**config.mk**
```make
export PLATFORM = sky130hd
export DESIGN_NAME = instr_byte_loader
export DESIGN_NICKNAME = d
export VERILOG_FILES = /design/src/rtl/instr_byte_loader.sv
export SDC_FILE = /design/constraint.sdc
export NUM_CORES = 1
export LEC_CHECK = 0
export ABC_AREA = 0
export CAP_MARGIN = 20
export CORE_ASPECT_RATIO = 2
export CORE_MARGIN = 3
export CORE_UTILIZATION = 45
export CTS_BUF_LIST = sky130_fd_sc_hd__clkbuf_8
export DETAILED_ROUTE_END_ITERATION = 12
export PLACE_DENSITY = 0.73
export SLEW_MARGIN = 20
export SYNTH_ARGS = -nofsm -noshare
export SYNTH_HDL_FRONTEND = slang
export SYNTH_SLANG_ARGS = --single-unit
```
**constraint.sdc**
```tcl
create_clock -name clk_i -period 1.6 [get_ports clk_i]
set_input_delay 0.32 -clock clk_i [delete_from_list [all_inputs] [get_ports clk_i]]
set_output_delay 0.32 -clock clk_i [all_outputs]
set_load 0.05 [all_outputs]
```
**src/rtl/instr_byte_loader.sv**
```systemverilog
// rtl/instr_byte_loader.sv - frames a byte-serial program stream and writes 32-bit words into instruction memory
module instr_byte_loader #(
    parameter int          DEPTH      = 64,
    parameter int          ADDR_W     = 6,
    parameter logic [7:0]  START_BYTE = 8'hFE,
    parameter logic [7:0]  END_BYTE   = 8'hFF
) (
    input  logic              clk_i,
    input  logic              reset_n,
    input  logic              valid_i,
    input  logic [7:0]        instr_i,
    output logic              we_o,
    output logic [ADDR_W-1:0] waddr_o,
    output logic [31:0]       wdata_o,
    output logic [ADDR_W:0]   word_cnt_o,
    output logic              done_o,
    output logic              err_o
);

    localparam logic [1:0] ST_IDLE = 2'd0;
    localparam logic [1:0] ST_LOAD = 2'd1;
    localparam logic [1:0] ST_DONE = 2'd2;
    localparam logic [1:0] ST_ERR  = 2'd3;

    localparam logic [ADDR_W:0] DEPTH_C = (ADDR_W+1)'(DEPTH);
    localparam logic [ADDR_W:0] CNT_ONE = (ADDR_W+1)'(1);

    logic [1:0]      state;
    logic [1:0]      idx;
    logic [ADDR_W:0] word_cnt;
    logic [23:0]     byte_buf;

    assign word_cnt_o = word_cnt;

    always_ff @(posedge clk_i or negedge reset_n) begin
        if (!reset_n) begin
            state    <= ST_IDLE;
            idx      <= 2'd0;
            word_cnt <= '0;
            byte_buf <= 24'd0;
            we_o     <= 1'b0;
            waddr_o  <= '0;
            wdata_o  <= 32'd0;
            done_o   <= 1'b0;
            err_o    <= 1'b0;
        end else begin
            we_o <= 1'b0;
            if (valid_i) begin
                case (state)
                    ST_IDLE: begin
                        if (instr_i == START_BYTE) begin
                            state    <= ST_LOAD;
                            idx      <= 2'd0;
                            word_cnt <= '0;
                        end
                    end
                    ST_LOAD: begin
                        // Markers only count at a word boundary; inside a word every byte is data.
                        if (idx == 2'd0) begin
                            if (instr_i == END_BYTE) begin
                                state  <= ST_DONE;
                                done_o <= 1'b1;
                            end else if (instr_i == START_BYTE) begin
                                word_cnt <= '0;
                            end else if (word_cnt == DEPTH_C) begin
                                state <= ST_ERR;
                                err_o <= 1'b1;
                            end else begin
                                byte_buf[7:0] <= instr_i;
                                idx           <= 2'd1;
                            end
                        end else if (idx == 2'd3) begin
                            we_o     <= 1'b1;
                            waddr_o  <= word_cnt[ADDR_W-1:0];
                            wdata_o  <= {instr_i, byte_buf};
                            word_cnt <= word_cnt + CNT_ONE;
                            idx      <= 2'd0;
                        end else begin
                            if (idx == 2'd1) byte_buf[15:8]  <= instr_i;
                            else             byte_buf[23:16] <= instr_i;
                            idx <= idx + 2'd1;
                        end
                    end
                    default: ;
                endcase
            end
        end
    end

endmodule

```
# Word level (Yosys, flattened, before mapping)
# Cells that the tools add are included.
classes:
  muxes: 22
  magnitude_cmp: 0
  bitwise: 6
  n_shift: 0
  n_reduce_logical: 12
  n_eq_ne: 14
  n_addsub: 2
  n_div: 0
  mul: 0
ops:
  columns: ["op", "count"]
  rows:
  - ["$mux 7", 4]
  - ["$reduce_and 6->1", 4]
  - ["$mux 2", 11]
  - ["$ne 3x3->1 const B", 6]
  - ["$eq 8x8->1 const B", 2]
  - ["$pmux 7 s2", 1]
  - ["$reduce_and 4->1", 3]
  - ["$reduce_and 5->1", 2]
  - ["$pmux 2 s2", 2]
  - ["$add 7x1->7 const B", 1]
  - ["$eq 7x7->1 const B", 1]
  - ["$not 1->1", 6]
  - ["$eq 2x1->1 const B", 2]
  - ["$logic_not 2->1", 2]
  - ["$mux 1", 4]
  - ["$ne 2x2->1 const B", 2]
  - ["$add 2x1->2 const B", 1]
  - ["$eq 2x2->1 const B", 1]
  - ["$reduce_bool 2->1", 1]
totals:
  ramBits: 0
  in_bits: 11
  word_cells: 67
  regBits: 76
  rom_bits: 0
  n_memories: 0
  output_inout_bits: 48
  latch_bits: 0

# Longest topological paths before layout
# Gate-level depths: netlist of run 1.
logic_depth:
  ltp_word: 6
  ltp_mapped: 8
  mapped_depth_nobuf: 7

# Least setup slack after synthesis of run 1
# OpenSTA, ideal clock, no wires.
synth_timing:
  path_type: "register to register"
  from: "register word_cnt[0] (netlist: word_cnt_o[0])"
  to: "register byte_buf[0]"
  t_required_ns: 1.475
  path_buffers: 1
  t_arrival_ns: 1.895
  period_less_slack_ns: 2.020
  setup_time_ns: 0.125
  setup_slack_ns: -0.420
  stages_incl_launch_ff: 8
  cell_sequence: "dfrtp_1 -> inv_1 -> ha_1 -> and3_1 -> or2_1 -> nand2b_4 -> buf_6 -> mux2_4"
synth_via:
  elab_chain_cells: 3
synth_lines:
  columns: ["item", "line", "source"]
  rows:
  - ["from (decl)", "30", "logic [ADDR_W:0] word_cnt;"]
  - ["from (signal assigned)", "76", "word_cnt <= word_cnt + CNT_ONE;"]
  - ["$eq 7x7->1", "65", "end else if (word_cnt == DEPTH_C) begin"]
  - ["$not 1->1 (no line)", null, null]
  - ["$reduce_and 6->1 (no line)", null, null]
  - ["to (signal assigned)", "69", "byte_buf[7:0] <= instr_i;"]
  - ["to (decl)", "31", "logic [23:0] byte_buf;"]
# No other way between the ends.
# A chain may end at the register's enable or synchronous reset.

# Worst setup path after layout of run 1
layout_timing:
  from: "register word_cnt[2] (netlist: word_cnt_o[2])"
  to: "register byte_buf[6]"
# The elaborated chain is that of the path after synthesis.

==> results.rst, run 1 <==
.. list-table::
   :header-rows: 1

   * - Metric
     - Value
   * - Global-route usage over all layers
     - 20.0%
   * - Die Y
     - 125 um
   * - Kind of path behind the tightest hold check
     - in -> async
   * - Number of ports placed on the die boundary
     - 59
   * - Register-to-Register Path Depth
     - 5
   * - Combinational fraction of design power
     - 33.2%
   * - Cells along the critical path
     - nor4_4 > and3_4 > or2_4 > nand2b_4 > mux2_4
   * - Number of routed nets with antenna violations
     - 0
   * - Cell leakage power
     - 2.41 nW
   * - Register-to-register setup slack
     - -0.07 ns
   * - Deepest level of the CTS H-tree
     - 3
   * - First-pass GRT wire length
     - 12.2 mm
   * - Minimum period implied by the final worst setup slack
     - 1.67 ns
   * - CTS clock-pin slew for the worst setup and hold paths
     - 0.08 ns
   * - Post-DP Area
     - 4200 um2
   * - Ys async rst share
     - 100%
   * - Die W
     - 65.3 um
   * - Sum of net half-perimeters after detailed placement
     - 5.15 mm
   * - Clock root buffer master
     - sky130_fd_sc_hd__clkbuf_8
   * - Achievable frequency
     - 599 MHz
   * - Number of antenna violations at the first check in global routing
     - 0
   * - Ys Warns
     - 0
   * - RePlAce Congestion
     - 0.840
   * - Critical Path Source
     - word_cnt_o[2]
   * - Final critical-path share of the clock period
     - 104%
   * - Hold Slack
     - 0.399 ns
   * - PortBufs
     - 58
   * - Area of the die
     - 8140 um2
   * - Most used flip-flop cell after synthesis
     - sky130_fd_sc_hd__dfrtp_1
   * - Slack of the critical path
     - -0.0705 ns
   * - Count of cell types in the netlist
     - 39
   * - Filler cell count
     - 449
   * - Share of power burned in the clock network
     - 26.7%
   * - Crit path largest cell delay
     - 0.43 ns
   * - RSZ-0062 raised after global routing
     - yes
   * - Ratio of total power to cell area
     - 1260 nW/um2
   * - Max-slew headroom
     - 79.1%
   * - Overall overflow remaining after global route
     - 0
   * - Post-synthesis instance area
     - 3170 um2
   * - IR drop worst, VDD
     - 0.00100 V
   * - Count of flip-flops with a built-in enable after synthesis
     - 0
   * - Fin. Hold Viols
     - 0
   * - DRC violations left
     - 0
   * - Max-cap viol count
     - 0
   * - Total detailed-routing wirelength
     - 8.01 mm
   * - Total internal power
     - 4.18 mW
   * - Synthesized flop and latch total
     - 76
   * - Class of the most critical setup path
     - reg -> reg
   * - Post-route cell area
     - 4880 um2
   * - First-pass iteration count of the detailed router
     - 4
   * - Switching Fraction
     - 32.2%
   * - Total CTS buffers
     - 9
   * - Vias per Instance
     - 5.16
   * - Setup TNS after final layout
     - -1.14 ns
   * - Signal arrival time at the worst endpoint
     - 1.92 ns
   * - Fraction of layout instances using a drive strength above 1
     - 64.5%
   * - Critical Path Fanout Max
     - 8
   * - Site row count
     - 42
   * - Violations in the final reports
     - setup timing
   * - Synthesized area per cell
     - 14.6 um2
   * - Post-synthesis sequential area ratio
     - 60.0%
   * - Clock latency on the worst-skew pair
     - 0.36 ns
   * - Switching component of the power
     - 1.98 mW
   * - Final Max Slew Viols
     - 0
   * - Antenna cell count
     - 0
   * - Post-detailed-route wirelength per cell
     - 18.7 um
   * - Maximum number of pins on one net before global-route repair
     - 37
   * - Vias after detailed routing
     - 2214
   * - Via count of the first global-routing pass
     - 2471
   * - CP Capture Type
     - flop
   * - Nets in the synthesized netlist
     - 234
   * - Slew @ Worst Pin
     - 0.314 ns
   * - Core outline area
     - 6730 um2
   * - Kind of launch point of the worst setup path
     - flop
   * - Final nets
     - 353
   * - Post-synthesis to final-layout area growth
     - 54.0%
   * - Initial DRC count
     - 125
   * - Initial Utilization
     - 47.1%
   * - Portion of total power attributed to sequential cells
     - 40.2%
   * - Clock sinks
     - 76
   * - Total design power
     - 6.17 mW
   * - Result of the run
     - finished with violations
   * - Data required time at the worst endpoint
     - 1.85 ns
   * - Gate count of the mapped netlist
     - 217
   * - CTS Buffer Depth
     - 2
   * - Pre-CTS worst setup slack
     - -0.491 ns
   * - CTS tree
     - yes
   * - Worst R2R Start
     - word_cnt_o[2]
   * - Post-Route Skew
     - 0.00916 ns
   * - Final setup fails
     - 37
   * - CP max stage cell
     - sky130_fd_sc_hd__dfrtp_2
-- power by group through the flow --
stage / logic (mW) / clock network, mW / registers [mW]
floorplan: 0.536 / 0 / 2.89
global placement: 1.66 / 0 / 2.46
detailed placement: 1.70 / 0 / 2.48
CTS: 1.83 / 1.67 / 2.45
global route: 2.17 / 1.75 / 2.52
finish: 2.05 / 1.65 / 2.48
-- cell type report --
cell class	count	area, um2	share of cell area [%]
inverter	6	22.5	0.462
tap	88	110	2.26
sequential	76	1910	39.1
timing repair buffer	115	1110	22.7
clock inverter	6	88.8	1.82
clock buffer	10	138	2.82
multi-input combinational	128	1500	30.8
-- flip-flops by register name, indices dropped and copies added (netlist names) --
name        flops
done_o          1
idx             2
word_cnt_o      7
we_o            1
waddr_o         6
err_o           1
state           2
wdata_o        32
byte_buf       24
-- metal layers --
layer  up-vias  global-route usage [%]  wire length, um
met4         0                    12.7              311
met5         -                       0                0
met1      1114                    21.7             2910
li1       1014                       -                -
met3        21                    4.15              301
met2        65                    34.2             4490
-- through the flow --
| step | util [%] | instances |
|---|---|---|
| after floorplan | - | 217 |
| after global placement | 62.4 | 401 |
| after detailed placement | 62.4 | 401 |
| after CTS | 67.8 | 423 |
| after global routing | 72.5 | 429 |
| final | 72.5 | 429 |
-- cell families (layout without fill, tap and decap cells) --
family / count (synthesis) / after routing / share of synthesized area (%)
DFF: 76 / 76 / 60.0
muxes: 64 / 64 / 23.7
and+or+nand+nor: 33 / 33 / 6.32
AOI/OAI and AO/OA: 25 / 25 / 5.13
buffers and inverters: 13 / 137 / 2.49
adders and majority gates: 6 / 6 / 2.37
-- path summary, 6_finish.rpt --
path,endpoint
max,byte_buf[6]
min,waddr_o[2]
max reg2reg,byte_buf[6]
min reg2reg,wdata_o[18]
max in group asynchronous,wdata_o[19]
min in group clk_i,state[0]
-- synthesized netlist by cell type (2+ instances only) --
cell / number / area share, %
sky130_fd_sc_hd__o21a_1: 2 / 0.47
sky130_fd_sc_hd__dfrtp_1: 76 / 60
sky130_fd_sc_hd__buf_2: 3 / 0.47
sky130_fd_sc_hd__nor2b_1: 2 / 0.39
sky130_fd_sc_hd__buf_6: 3 / 1.1
sky130_fd_sc_hd__nor2_1: 3 / 0.36
sky130_fd_sc_hd__nand2_1: 7 / 0.83
sky130_fd_sc_hd__nand3_1: 4 / 0.63
sky130_fd_sc_hd__mux2_1: 4 / 1.4
sky130_fd_sc_hd__o21ai_0: 9 / 1.4
sky130_fd_sc_hd__inv_1: 6 / 0.71
sky130_fd_sc_hd__a21oi_1: 3 / 0.47
sky130_fd_sc_hd__mux2_2: 51 / 18
sky130_fd_sc_hd__mux2_4: 8 / 3.8
sky130_fd_sc_hd__and3_1: 4 / 0.79
sky130_fd_sc_hd__and2_1: 4 / 0.79
sky130_fd_sc_hd__ha_1: 6 / 2.4
-- cells in the final DEF (no fill, tap or decap), drive strengths merged, types with 2 or more instances in the layout --
| cell type | count |
|---|---|
| a21oi | 3 |
| ha | 6 |
| nand3 | 5 |
| nand2 | 7 |
| o21ai | 10 |
| buf | 103 |
| and2 | 4 |
| nor2b | 3 |
| mux2 | 63 |
| clkbuf | 12 |
| clkdlybuf4s50 | 8 |
| nor2 | 3 |
| inv | 7 |
| and3 | 4 |
| bufinv | 2 |
| o21a | 2 |
| clkinv | 2 |
| dfrtp | 76 |
-- what timing repair did --
| action | in CTS | in global routing |
|---|---|---|
| hold buffers | 1 | 0 |
| pin swaps | 6 | 8 |
| gates cloned | 1 | 2 |
| setup endpoints to repair | 69 | 65 |
| setup buffers | 4 | 4 |
| endpoints found under the hold margin | 20 | 0 |
| gates resized for setup | 22 | 63 |
-- worst max-delay path, delay by kind of cell, from the launching register on --
| family | cells | cell delay, ns |
|---|---|---|
| DFF | 1 | 0.43 |
| muxes | 1 | 0.32 |
| and+or+nand+nor | 4 | 0.82 |
Note: power is estimated with default switching activity, not from simulation.
==> run 2, diff against run 1 <==
Settings changed: CTS_CLUSTER_SIZE set to 16.
==> results of run 2 <==
The final DEF is identical to that of run 1; final timing and power are the same.
==> run 3, diff against run 2 <==
Settings changed: CORE_MARGIN 3 to 4.
==> results.rst, run 3 (synthesized netlist as in run 1, its figures left out) <==
.. list-table::
   :header-rows: 1

   * - Metric
     - Value
   * - First-pass iteration count of the detailed router
     - 4
   * - Kind of path behind the tightest hold check
     - in -> reg
   * - Result of the run
     - finished with violations
   * - CTS Buffer Depth
     - 2
   * - Commonest cells after routing, fill and taps aside
     - sky130_fd_sc_hd__buf_4 (83), sky130_fd_sc_hd__dfrtp_1 (68), sky130_fd_sc_hd__mux2_4 (54)
   * - Signal arrival time at the worst endpoint
     - 1.92 ns
   * - Maximum number of pins on one net before global-route repair
     - 39
   * - DRC violations left
     - 0
   * - Deepest level of the CTS H-tree
     - 3
   * - Vias after detailed routing
     - 2210
   * - Area of the die
     - 8530 um2
   * - Initial DRC count
     - 80
   * - Core outline area
     - 6890 um2
   * - Final critical-path share of the clock period
     - 105%
   * - Site row count
     - 43
   * - Total detailed-routing wirelength
     - 8.04 mm
   * - Data required time at the worst endpoint
     - 1.83 ns
   * - Number of antenna violations at the first check in global routing
     - 0
   * - CP Capture Type
     - flop
   * - Antenna cell count
     - 0
   * - Slack of the critical path
     - -0.0836 ns
   * - Ratio of total power to cell area
     - 1220 nW/um2
   * - Die W
     - 67.3 um
   * - Number of ports placed on the die boundary
     - 59
   * - Clock root buffer master
     - sky130_fd_sc_hd__clkbuf_8
   * - CTS tree
     - yes
   * - Total CTS buffers
     - 9
   * - Post-detailed-route wirelength per cell
     - 18.8 um
   * - PortBufs
     - 58
   * - Pre-CTS worst setup slack
     - -0.493 ns
   * - CTS clock-pin slew for the worst setup and hold paths
     - 0.08 ns
   * - Violations in the final reports
     - setup timing
   * - Post-Route Skew
     - 0.0112 ns
   * - Total design power
     - 5.93 mW
   * - Filler cell count
     - 481
   * - Clock sinks
     - 76
   * - Achievable frequency
     - 594 MHz
   * - IR drop worst, VDD
     - 0.000850 V
   * - Initial Utilization
     - 46.0%
   * - First-pass GRT wire length
     - 12.3 mm
   * - Final nets
     - 350
   * - Sum of net half-perimeters after detailed placement
     - 5.20 mm
   * - Max-slew headroom
     - 74.5%
   * - Kind of launch point of the worst setup path
     - flop
   * - Critical Path Fanout Max
     - 8
   * - Final Max Slew Viols
     - 0
   * - Class of the most critical setup path
     - reg -> reg
   * - Minimum period implied by the final worst setup slack
     - 1.68 ns
   * - Top register by number of flip-flops
     - wdata_o
   * - Die Y
     - 127 um
   * - Fraction of layout instances using a drive strength above 1
     - 65.0%
   * - Final setup fails
     - 46
   * - Overall overflow remaining after global route
     - 0
   * - Fin. Hold Viols
     - 0
   * - Clock latency on the worst-skew pair
     - 0.35 ns
   * - Vias per Instance
     - 5.18
   * - Cell leakage power
     - 2.42 nW
   * - Setup TNS after final layout
     - -2.49 ns
   * - RePlAce Congestion
     - 0.839
   * - Most common cell after layout, fill and taps aside
     - sky130_fd_sc_hd__buf_4
   * - Max-cap viol count
     - 0
   * - Number of routed nets with antenna violations
     - 0
   * - Global-route usage over all layers
     - 19.9%
   * - Largest register FFs
     - 32
   * - Slew @ Worst Pin
     - 0.383 ns
   * - Via count of the first global-routing pass
     - 2389
   * - RSZ-0062 raised after global routing
     - yes
   * - Post-synthesis to final-layout area growth
     - 53.2%
run 3: cell count changes in the layout (fill, tap and decap cells not counted), moves of 3 or more:
cell                              before  now
sky130_fd_sc_hd__dlymetal6s2s_1        0    3
sky130_fd_sc_hd__buf_4                87   83
sky130_fd_sc_hd__clkdlybuf4s50_1       8    5
sky130_fd_sc_hd__clkinv_2              0    3
run 3: path summary, 6_finish.rpt:
path	end	cells past startpoint	startpoint	slack, ns
min in group asynchronous	state[0]	2	reset_n	0.42
setup / recovery	wdata_o[16]	6	idx[0]	-0.08
max in group asynchronous	wdata_o[3]	3	reset_n	0.65
hold / removal	wdata_o[28]	3	instr_i[4]	0.40
hold reg to reg	wdata_o[18]	1	byte_buf[18]	0.50
setup reg to reg	wdata_o[16]	6	idx[0]	-0.08
run 3: metrics by stage:
stage | util [%] | instance area, um2 | std cells | hold WS, ns
after global placement | 60.8 | 4190 | 400 | 0.263
after detailed placement | 60.8 | 4190 | 400 | 0.263
after CTS | 67.7 | 4660 | 423 | 0.415
after floorplan | - | 3200 | 217 | 0.0244
after global routing | 70.5 | 4850 | 427 | 0.405
final | 70.5 | 4850 | 427 | 0.405
run 3: area by class of cell:
type	count	area, um2	area share, %
Sequential cell	76	1910	39.4
Clock inverter	6	57.6	1.19
Timing Repair Buffer	112	1110	23.0
Clock buffer	9	124	2.55
Inverter	6	22.5	0.464
Tap cell	90	113	2.32
Multi-Input combinational cell	128	1510	31.1
run 3: power by group:
| group | leakage [nW] | switching [mW] | internal [mW] |
|---|---|---|---|
| logic | 1.29 | 1.03 | 1.02 |
| registers | 1.03 | 0.227 | 2.26 |
| clock network | 0.100 | 0.684 | 0.700 |
| total | 2.42 | 1.94 | 3.98 |
run 3: timing repair:
| item | in CTS | in global routing |
|---|---|---|
| buffers inserted | 4 | 6 |
| resized for setup | 42 | 50 |
| gates cloned | 3 | 0 |
| hold endpoints to repair | 25 | 0 |
| pin swaps | 6 | 12 |
| hold buffers | 1 | 0 |
| setup endpoints to repair | 72 | 72 |
run 3: critical path, cell delays in order, from the launching register on:
cell                      delay [ns]
sky130_fd_sc_hd__dfrtp_2        0.45
sky130_fd_sc_hd__ha_4           0.18
sky130_fd_sc_hd__and3_4         0.17
sky130_fd_sc_hd__and2_4         0.15
sky130_fd_sc_hd__buf_12         0.15
sky130_fd_sc_hd__buf_12         0.14
sky130_fd_sc_hd__mux2_4         0.30
run 3: layer usage:
| layer | GRT usage (%) | wire [um] |
|---|---|---|
| met5 | 0 | 0 |
| met4 | 8.85 | 201 |
| met3 | 4.87 | 255 |
| met2 | 36.0 | 4680 |
| met1 | 20.9 | 2900 |
